**config.mk**
```make
export PLATFORM = sky130hd
export DESIGN_NAME = floating_unit
export DESIGN_NICKNAME = d
export VERILOG_FILES = /design/src/rtl/fp32_pkg.sv /design/src/rtl/fp_lzc_shift.sv /design/src/rtl/floating_unit.sv
export SDC_FILE = /design/constraint.sdc
export NUM_CORES = 1
export LEC_CHECK = 0
export BUFFER_PORTS_ARGS = -buffer_cell sky130_fd_sc_hd__buf_2
export CORE_MARGIN = 3
export CORE_UTILIZATION = 45
export DETAILED_ROUTE_END_ITERATION = 16
export GPL_TIMING_DRIVEN = 0
export SYNTH_ARGS = -nofsm -noshare
export SYNTH_HDL_FRONTEND = slang
export SYNTH_HIERARCHICAL = 1
export SYNTH_SLANG_ARGS = --single-unit
```
**constraint.sdc**
```tcl
create_clock -name clk -period 1.1 [get_ports clk]
set_input_delay 0.22 -clock clk [delete_from_list [all_inputs] [get_ports clk]]
set_output_delay 0.22 -clock clk [all_outputs]
set_load 0.05 [all_outputs]
```
**src/rtl/fp32_pkg.sv**
```systemverilog
// Shared binary32 constants, operand-unpack struct and unpack helper
// used by the floating-point adder.
package fp32_pkg;
    localparam int unsigned EXP_W  = 8;
    localparam int unsigned FRAC_W = 23;
    localparam int unsigned SIG_W  = FRAC_W + 1;
    localparam int unsigned EXT_W  = SIG_W + 3;
    localparam int unsigned BIAS   = 127;
    localparam logic [EXP_W-1:0] EXP_MAX = 8'hFF;
    localparam logic [31:0]      QNAN    = 32'hFF800001;

    typedef struct packed {
        logic             sign;
        logic [EXP_W-1:0] exp;
        logic [SIG_W-1:0] sig;
    } fp_unpacked_t;

    // Subnormals get effective exponent 1 and no hidden bit.
    function automatic fp_unpacked_t fp_unpack(input logic [31:0] x);
        fp_unpacked_t u;
        u.sign = x[31];
        u.exp  = (x[30:23] == '0) ? EXP_W'(1) : x[30:23];
        u.sig  = {(x[30:23] != '0), x[22:0]};
        return u;
    endfunction
endpackage

```
**src/rtl/fp_lzc_shift.sv**
```systemverilog
// Leading-zero count and left-normalize of the extended mantissa, with the
// shift clamped so the exponent never drops below 1 (subnormal -> exp 0).
module fp_lzc_shift
    import fp32_pkg::*;
(
    input  logic [EXT_W-1:0] i_mant,
    input  logic [EXP_W-1:0] i_exp,
    output logic [EXT_W-1:0] o_mant,
    output logic [EXP_W-1:0] o_exp
);
    logic [4:0]       w_lzc;
    logic             w_found;
    logic [EXP_W-1:0] w_limit;
    logic [EXP_W-1:0] w_shamt;

    always_comb begin
        w_lzc   = 5'(EXT_W);
        w_found = 1'b0;
        for (int i = int'(EXT_W) - 1; i >= 0; i--) begin
            if (!w_found && i_mant[i]) begin
                w_lzc   = 5'(int'(EXT_W) - 1 - i);
                w_found = 1'b1;
            end
        end
    end

    always_comb begin
        w_limit = i_exp - EXP_W'(1);
        w_shamt = (EXP_W'(w_lzc) < w_limit) ? EXP_W'(w_lzc) : w_limit;
        o_mant  = i_mant << w_shamt;
        o_exp   = o_mant[EXT_W-1] ? (i_exp - w_shamt) : '0;
    end
endmodule

```
**src/rtl/floating_unit.sv**
```systemverilog
// Single-cycle binary32 adder/subtractor, round-to-nearest-even,
// with the result registered once.
module floating_unit
    import fp32_pkg::*;
(
    input  logic        clk,
    input  logic        rst,
    input  logic [31:0] a,
    input  logic [31:0] b,
    input  logic        op,
    output logic [31:0] result
);
    logic [31:0]      w_b_eff;
    fp_unpacked_t     w_ua, w_ub, w_big, w_small;
    logic             w_a_nan, w_b_nan, w_a_inf, w_b_inf, w_same;
    logic [EXP_W-1:0] w_diff;
    logic [EXT_W-1:0] w_small_ext, w_lost, w_aligned;
    logic [EXT_W:0]   w_sum;
    logic [EXT_W-1:0] w_norm_in, w_norm_mant;
    logic [EXP_W-1:0] w_norm_exp_in, w_norm_exp;
    logic             w_round_up;
    logic [SIG_W:0]   w_rounded;
    logic [EXP_W:0]   w_exp9;
    logic [31:0]      w_next;

    assign w_b_eff = {b[31] ^ op, b[30:0]};
    assign w_ua    = fp_unpack(a);
    assign w_ub    = fp_unpack(w_b_eff);

    assign w_a_nan = (a[30:23] == EXP_MAX) && (a[22:0] != '0);
    assign w_b_nan = (w_b_eff[30:23] == EXP_MAX) && (w_b_eff[22:0] != '0);
    assign w_a_inf = (a[30:23] == EXP_MAX) && (a[22:0] == '0);
    assign w_b_inf = (w_b_eff[30:23] == EXP_MAX) && (w_b_eff[22:0] == '0);
    assign w_same  = (w_ua.sign == w_ub.sign);

    // Order by magnitude, align the smaller operand, then add or subtract.
    always_comb begin
        if ({w_ua.exp, w_ua.sig} >= {w_ub.exp, w_ub.sig}) begin
            w_big   = w_ua;
            w_small = w_ub;
        end else begin
            w_big   = w_ub;
            w_small = w_ua;
        end
        w_diff      = w_big.exp - w_small.exp;
        w_small_ext = {w_small.sig, 3'b000};
        w_lost      = '0;
        if (w_diff >= EXP_W'(26)) begin
            w_aligned = {{(EXT_W-1){1'b0}}, |w_small.sig};
        end else begin
            w_aligned    = w_small_ext >> w_diff[4:0];
            w_lost       = w_small_ext & ~({EXT_W{1'b1}} << w_diff[4:0]);
            w_aligned[0] = w_aligned[0] | (|w_lost);
        end
        if (w_same)
            w_sum = {1'b0, w_big.sig, 3'b000} + {1'b0, w_aligned};
        else
            w_sum = {1'b0, w_big.sig, 3'b000} - {1'b0, w_aligned};
        if (w_sum[EXT_W]) begin
            w_norm_in     = {w_sum[EXT_W:2], |w_sum[1:0]};
            w_norm_exp_in = w_big.exp + EXP_W'(1);
        end else begin
            w_norm_in     = w_sum[EXT_W-1:0];
            w_norm_exp_in = w_big.exp;
        end
    end

    fp_lzc_shift u_lzc_shift (
        .i_mant (w_norm_in),
        .i_exp  (w_norm_exp_in),
        .o_mant (w_norm_mant),
        .o_exp  (w_norm_exp)
    );

    // Round-to-nearest-even on guard/round/sticky, then special-case priority.
    always_comb begin
        w_round_up = w_norm_mant[2] & (w_norm_mant[1] | w_norm_mant[0] | w_norm_mant[3]);
        w_rounded  = {1'b0, w_norm_mant[EXT_W-1:3]} + (SIG_W+1)'(w_round_up);
        w_exp9     = {1'b0, w_norm_exp};
        if (w_rounded[SIG_W])
            w_exp9 = w_exp9 + (EXP_W+1)'(1);
        else if ((w_norm_exp == '0) && w_rounded[FRAC_W])
            w_exp9 = (EXP_W+1)'(1);

        if (w_a_nan || w_b_nan || (w_a_inf && w_b_inf && (a[31] != w_b_eff[31])))
            w_next = QNAN;
        else if (w_a_inf)
            w_next = {a[31], EXP_MAX, {FRAC_W{1'b0}}};
        else if (w_b_inf)
            w_next = {w_b_eff[31], EXP_MAX, {FRAC_W{1'b0}}};
        else if (w_sum == '0)
            w_next = {w_same & w_big.sign, 31'b0};
        else if (w_exp9 >= {1'b0, EXP_MAX})
            w_next = {w_big.sign, EXP_MAX, {FRAC_W{1'b0}}};
        else
            w_next = {w_big.sign, w_exp9[EXP_W-1:0], w_rounded[FRAC_W-1:0]};
    end

    always_ff @(posedge clk or posedge rst) begin
        if (rst)
            result <= '0;
        else
            result <= w_next;
    end
endmodule

```
==> results.cfg, run 1 <==
[placed_design]
dp.final_hpwl_um = 40200
place_congestion = 0.981
portBuffers = 96

[clocking]
h-tree-depth = 2
clk_pin_slew_ns = 0.05
tritoncts = yes
cts_made_buffers = 5
clockBufferDepth = 2
clkSinkCount = 32
clock-root-buffer = clkbuf_16

[worst_setup_path]
cp-start-kind = primary input
worstPathArrival_ns = 14.28
path_class = primary input to register
crit_slowest_cell = a2111oi_4
cp.required_ns = 1.24
cp_max_fo = 7
crit_top_cell = buf_12
cpPeakStageDelay_ns = 0.45
endpoint_kind = register

[synthesis]
synth_area_leader_cell = ha_1
synth_ff_type = dfrtp_1
ys_ff_latch = 32
synth.top_cells.by_area = ha_1 10%, mux2i_1 8.8%, nand2_1 6.6%
yosysTopAreaCellShare_pct = 9.96
async_reset_ff_share_pct = 100
synth_cell_types = 104
syn_inst = 1768
ys_warn_count = 6
synth_edf_count = 0
syn_area_um2 = 12200
ys_seq_area_share_pct = 6.57
syn_avg_cell_area_um2 = 6.89

[timing]
rsz0062_at_grt = true
timing.final.ws_setup_ns = -13.05
max_freq_ghz = 0.0707
maxSlewHeadroom_pct = 29.1
setup_violations = 32
finalHoldViolCount = 0
max_slew.worst_pin.slew_ns = 1.06
drv_slew = 0
min_period_over_period_pct = 1290
period_needed_ns = 14.15
fin_setup_tns_ns = -408.18

[run_status]
violations = negative setup slack
status = finished, violations left

[hold_path]
hold_path.class = primary input to register
min_from = a[31]
min_path_cells = 5
hold_path_end = result[31]

[final_layout]
synthToLayoutAreaGrowth_pct = 34.8
mostFrequentLayoutCells = 201 x nand2_1, 146 x nor2_1, 133 x buf_4
drive_above_1_share_pct = 29.6
antennaDiodeCount = 0
final_common_cell = nand2_1
top_register = result
top_regs = result (32)
largest_reg_flops = 32
num-nets-final = 2167

[drt]
totalWireLength_um = 52500
wl_per_cell_um = 22.5
first_pass_iters = 6
post-route-drc-count = 0
vias = 15300
drt_iter0_drc = 1808
ant_nets = 0
vias_per_cell = 6.55

[global_route]
first_global_vias = 13900
grt_overflow_total = 0
grt_max_degree = 33
antenna_found_initial = 0
grt_first_pass_wirelength_um = 79500
track_usage_pct = 34.2

[power_and_ir_drop]
p_total_mw = 29.1
ir_worst_vdd_uv = 1550
power.density_nw_per_um2 = 1770
leakage_nw = 7.06

[floorplanning]
fp.dieW_um = 171
fp.dieH_um = 171
die_area_um2 = 29100
core_area_um2 = 26400
io_pins = 99
row_count = 59
start_util_pct = 46.2

[job]
maxCapViolCount = 0
## repair_timing
item | 4_1_cts | 5_1_grt
hold buffers | 0 | 1
setup endpoints to repair | 35 | 55
setup buffers | 53 | 74
pin swaps | 60 | 102
gates resized for setup | 121 | 199
cloned | 1 | 4
endpoints found under the hold margin | 0 | 8
## final cells by class
class | count | area (µm²)
plain buffers | 97 | 890
clock buffers | 8 | 146
fillers | 2461 | 9930
inverters | 104 | 398
multi-input cells | 1531 | 12000
flip-flops and latches | 32 | 801
well taps | 335 | 419
repair buffers | 230 | 1730
## synth_stat cells (7+ instances only)
library cell	number
a22oi_1	10
ha_1	97
nand2b_1	16
nor3_1	65
buf_4	7
a211oi_1	27
o21a_1	8
o21bai_1	17
or4_1	7
mux2_2	17
o31ai_1	11
mux2i_1	107
dfrtp_1	32
and3_1	26
nor2b_1	23
o21ai_0	90
xor2_1	26
a21oi_1	129
a31oi_1	24
o211ai_1	27
o22ai_1	18
and2_1	20
nor4_1	20
mux4_2	14
clkbuf_1	72
a221oi_1	10
nand4_1	29
a2111oi_0	10
or3_1	18
buf_2	11
nor2_1	165
buf_1	8
a21o_1	31
inv_1	98
nand3_1	44
xnor2_1	48
or2_2	14
nand2_1	214
## report_power, final
group | switching (mW) | total, mW | internal [mW]
Sequential | 0.155 | 1.94 | 1.78
Clock | 0.500 | 1.40 | 0.902
Combinational | 15.9 | 25.7 | 9.78
Total | 16.6 | 29.1 | 12.5
## how the worst max path moves through the flow
stage	startpoint	end	slack, ns	cells past startpoint
after detailed placement	a[0]	result[13]	-15.81	73
after floorplan	a[28]	result[10]	-11.90	76
after global placement	a[0]	result[24]	-15.77	73
after global routing	b[24]	result[24]	-13.67	79
after CTS	b[24]	result[13]	-13.33	78
final	a[25]	result[24]	-13.05	79
## metal layers
layer | wire [µm] | up-vias | global-route usage [%]
li1 | - | 7003 | -
met1 | 22900 | 7299 | 49.6
met2 | 22700 | 869 | 52.1
met3 | 5340 | 129 | 6.89
met4 | 1590 | 0 | 7.87
met5 | 0 | - | 0
## stage by stage
stage | instances | hold WS (ns) | setup WS, ns | util (%) | cell area, µm²
global route | 2337 | 0.433 | -13.67 | 62.3 | 16400
finish | 2337 | 0.409 | -13.05 | 62.3 | 16400
floorplan | 1769 | 0.336 | -11.90 | - | 13000
global placement | 2200 | 0.562 | -15.77 | 52.6 | 13900
detailed placement | 2200 | 0.596 | -15.81 | 52.6 | 13900
CTS | 2260 | 0.298 | -13.33 | 57.1 | 15000
## critical path: cells and delay by family
kind | cells | cell delay [ns]
fa+ha+maj | 5 | 1.42
mux | 4 | 0.85
buf+inv | 18 | 2.44
compound gates | 28 | 5.75
simple gates | 23 | 3.42
xor+xnor | 1 | 0.12
## cells by family (layout without fill, tap and decap cells)
group,Yosys count,in the layout,synth area share (%)
multiplexers,139,139,13.1
AND/OR/NAND/NOR,700,700,28.4
buffers and inverters,206,439,6.94
XOR/XNOR,74,74,5.32
flip-flops,32,32,6.57
adder cells (fa/ha/maj),99,99,10.3
other,1,2,0.0308
AO/OA/AOI/OAI,517,517,29.4
Power figures use the tool's default switching activity.
==> inputs of run 2 (changes only) <==
Settings changed: ABC_AREA set to 1.
==> run 2 against run 1 <==
Compared with the run above:
- the flow still finishes with violations (negative setup slack)
- maximum frequency increased by 5.6%
- highest routed layer unchanged
- largest power group unchanged
- via count increased by 7.8%
- clock-buffer cell count decreased by 1
==> results.cfg, run 2 <==
[placed_design]
portBuffers = 98
placed_cells = 2656
dp_slack_ns = -13.80
dp.final_hpwl_um = 41100
place_area_um2 = 13400
place_congestion = 1.03

[global_route]
gr-usage-met3_pct = 4.55
met1_usage_pct = 46.6
grtUsageMet2_pct = 58.5
antenna_found_initial = 0
grt_first_pass_wirelength_um = 81100
grt_busiest_layer = met2
grt_overflow_total = 0
track_usage_pct = 34.9
first_global_vias = 15200
grt_max_degree = 33

[final_layout]
final_common_cell = nand2_1
synthToLayoutAreaGrowth_pct = 35.2
antennaDiodeCount = 0
fillers = 2548
top_register = result
final_util_pct = 62.4
mostFrequentLayoutCells = 584 x nand2_1, 258 x inv_1, 249 x nand3_1
top_regs = result (32)
instances_no_fill = 2846
num-nets-final = 2677
largest_reg_flops = 32
final_cell_area_um2 = 16300
drive_above_1_share_pct = 28.4

[synthesis]
syn_inst = 2222
async_reset_ff_share_pct = 100
synth_area_leader_cell = nand2_1
synth_xor_area_share_pct = 2.97
synth_cell_types = 62
synth_top_family_by_area = simple AND/OR/NAND/NOR gates
yosysMostFrequentCell = nand2_1
ys_ff_latch = 32
synth_compound_area_share_pct = 16.5
yosysTopAreaCellShare_pct = 19.7
synth-adder-area-share_pct = 10.4
syn_avg_cell_area_um2 = 5.44
syn_area_um2 = 12100
ys_warn_count = 6
yosys-top-cells-count = 635 x nand2_1, 298 x inv_1, 274 x nand3_1
synth_mux_area_share_pct = 0.579
synth_ff_type = dfrtp_1
yosys.area_share.simple_pct = 49.6
synth.top_cells.by_area = nand2_1 20%, nand3_1 11%, ha_1 10%
synth_edf_count = 0
ys_seq_area_share_pct = 6.62

[worst_setup_path]
cpPeakStageDelay_ns = 0.96
endpoint_kind = register
cp-start-kind = primary input
crit_buf_inv = 41
crit_slowest_cell = o21ai_0
cp_top_family = simple AND/OR/NAND/NOR gates
path_depth = 103
endpoint = result[10]
crit_top_cell = buf_4
worstPathArrival_ns = 13.60
cp.required_ns = 1.30
cp_max_fo = 10
path_class = primary input to register
crit_start = b[28]

[clocking]
clkSinkCount = 32
clockBufferDepth = 2
tritoncts = yes
clock-root-buffer = clkbuf_16
cts_made_buffers = 5
clk_pin_slew_ns = 0.06
h-tree-depth = 2

[timing]
setup_violations = 33
maxSlewHeadroom_pct = 20.8
timing.final.ws_setup_ns = -12.30
rsz0062_at_grt = true
min_period_over_period_pct = 1220
finalHoldViolCount = 0
max_slew.worst_pin.slew_ns = 1.18
drv_slew = 0
max_freq_ghz = 0.0746
period_needed_ns = 13.40
hold_slack_ns = 0.206

[floorplanning]
core_area_um2 = 26200
fp.dieH_um = 170
start_util_pct = 46.1
fp.dieW_um = 170
row_count = 59
io_pins = 99
die_area_um2 = 28900

[run_status]
violations = negative setup slack
status = finished, violations left

[drt]
drt_iter0_drc = 1892
first_pass_iters = 7
vias = 16500
post-route-drc-count = 0
totalWireLength_um = 53700
vias_per_cell = 5.79
wl_per_cell_um = 18.9
ant_nets = 0

[hold_path]
hold_path.class = primary input to register

[power_and_ir_drop]
leakage_nw = 8.38
ir_worst_vdd_uv = 1300
power.density_nw_per_um2 = 1790

[job]
maxCapViolCount = 0
-- run 2: changes by cell type in the layout (fill, tap and decap cells not counted), moves of 51 or more --
cell     previous run  this run
nand2_1           201       584
nand3_1            41       249
nand2_2             9        60
inv_1              91       258
mux2i_1            74         5
buf_4             133       187
-- run 2: layout make-up --
type | instances | area [µm²] | area share (%)
Tap cell | 335 | 419 | 2.56
Clock buffer | 7 | 153 | 0.934
Sequential cell | 32 | 801 | 4.90
Timing Repair Buffer | 285 | 2100 | 12.8
Buffer | 83 | 638 | 3.90
Multi-Input combinational cell | 1795 | 11000 | 67.3
Inverter | 309 | 1240 | 7.61
-- run 2: cell families (layout without fill, tap and decap cells) --
family                   count (synthesis)  in the layout
other                                    1              2
buffers and inverters                  396            684
AND/OR/NAND/NOR                       1307           1307
multiplexers                             7              7
XOR/XNOR                                41             41
flip-flops                              32             32
AO/OA/AOI/OAI                          339            339
adder cells (fa/ha/maj)                 99             99
-- run 2: power by group --
group / internal (mW) / switching [mW] / leakage [nW]
Sequential: 1.79 / 0.138 / 0.386
Combinational: 8.45 / 17.5 / 7.92
Clock: 0.948 / 0.494 / 0.0760
Total: 11.2 / 18.1 / 8.38
-- run 2: how the worst min path moves through the flow --
stage / start / to / cells after the start
finish: a[31] / result[31] / 3
global placement: a[31] / result[31] / 3
floorplan: rst / result[0] / 1
CTS: a[31] / result[31] / 3
detailed placement: a[31] / result[31] / 3
global route: a[31] / result[31] / 3
-- run 2: stage by stage --
| step | setup TNS (ns) | total power, mW |
|---|---|---|
| 2_1_floorplan | -319.01 | 17.8 |
| 3_3_place_gp | -428.94 | 23.0 |
| 3_5_place_dp | -439.74 | 23.1 |
| 4_1_cts | -357.85 | 26.9 |
| 5_1_grt | -402.25 | 31.5 |
| 6_report | -383.64 | 29.3 |
-- run 2: routing by layer --
layer / wire length, µm / part of all wire, %
met1: 22500 / 42
met2: 24700 / 46
met3: 4130 / 7.7
met4: 2330 / 4.3
met5: 0 / 0
-- run 2: what timing repair did --
action                     4_1_cts  5_1_grt
gates resized for setup        230      154
hold endpoints to repair         0        7
pin swaps                       96      118
setup endpoints to repair       33       43
cloned                           1        2
hold buffers                     0        1
setup buffers                  139       44
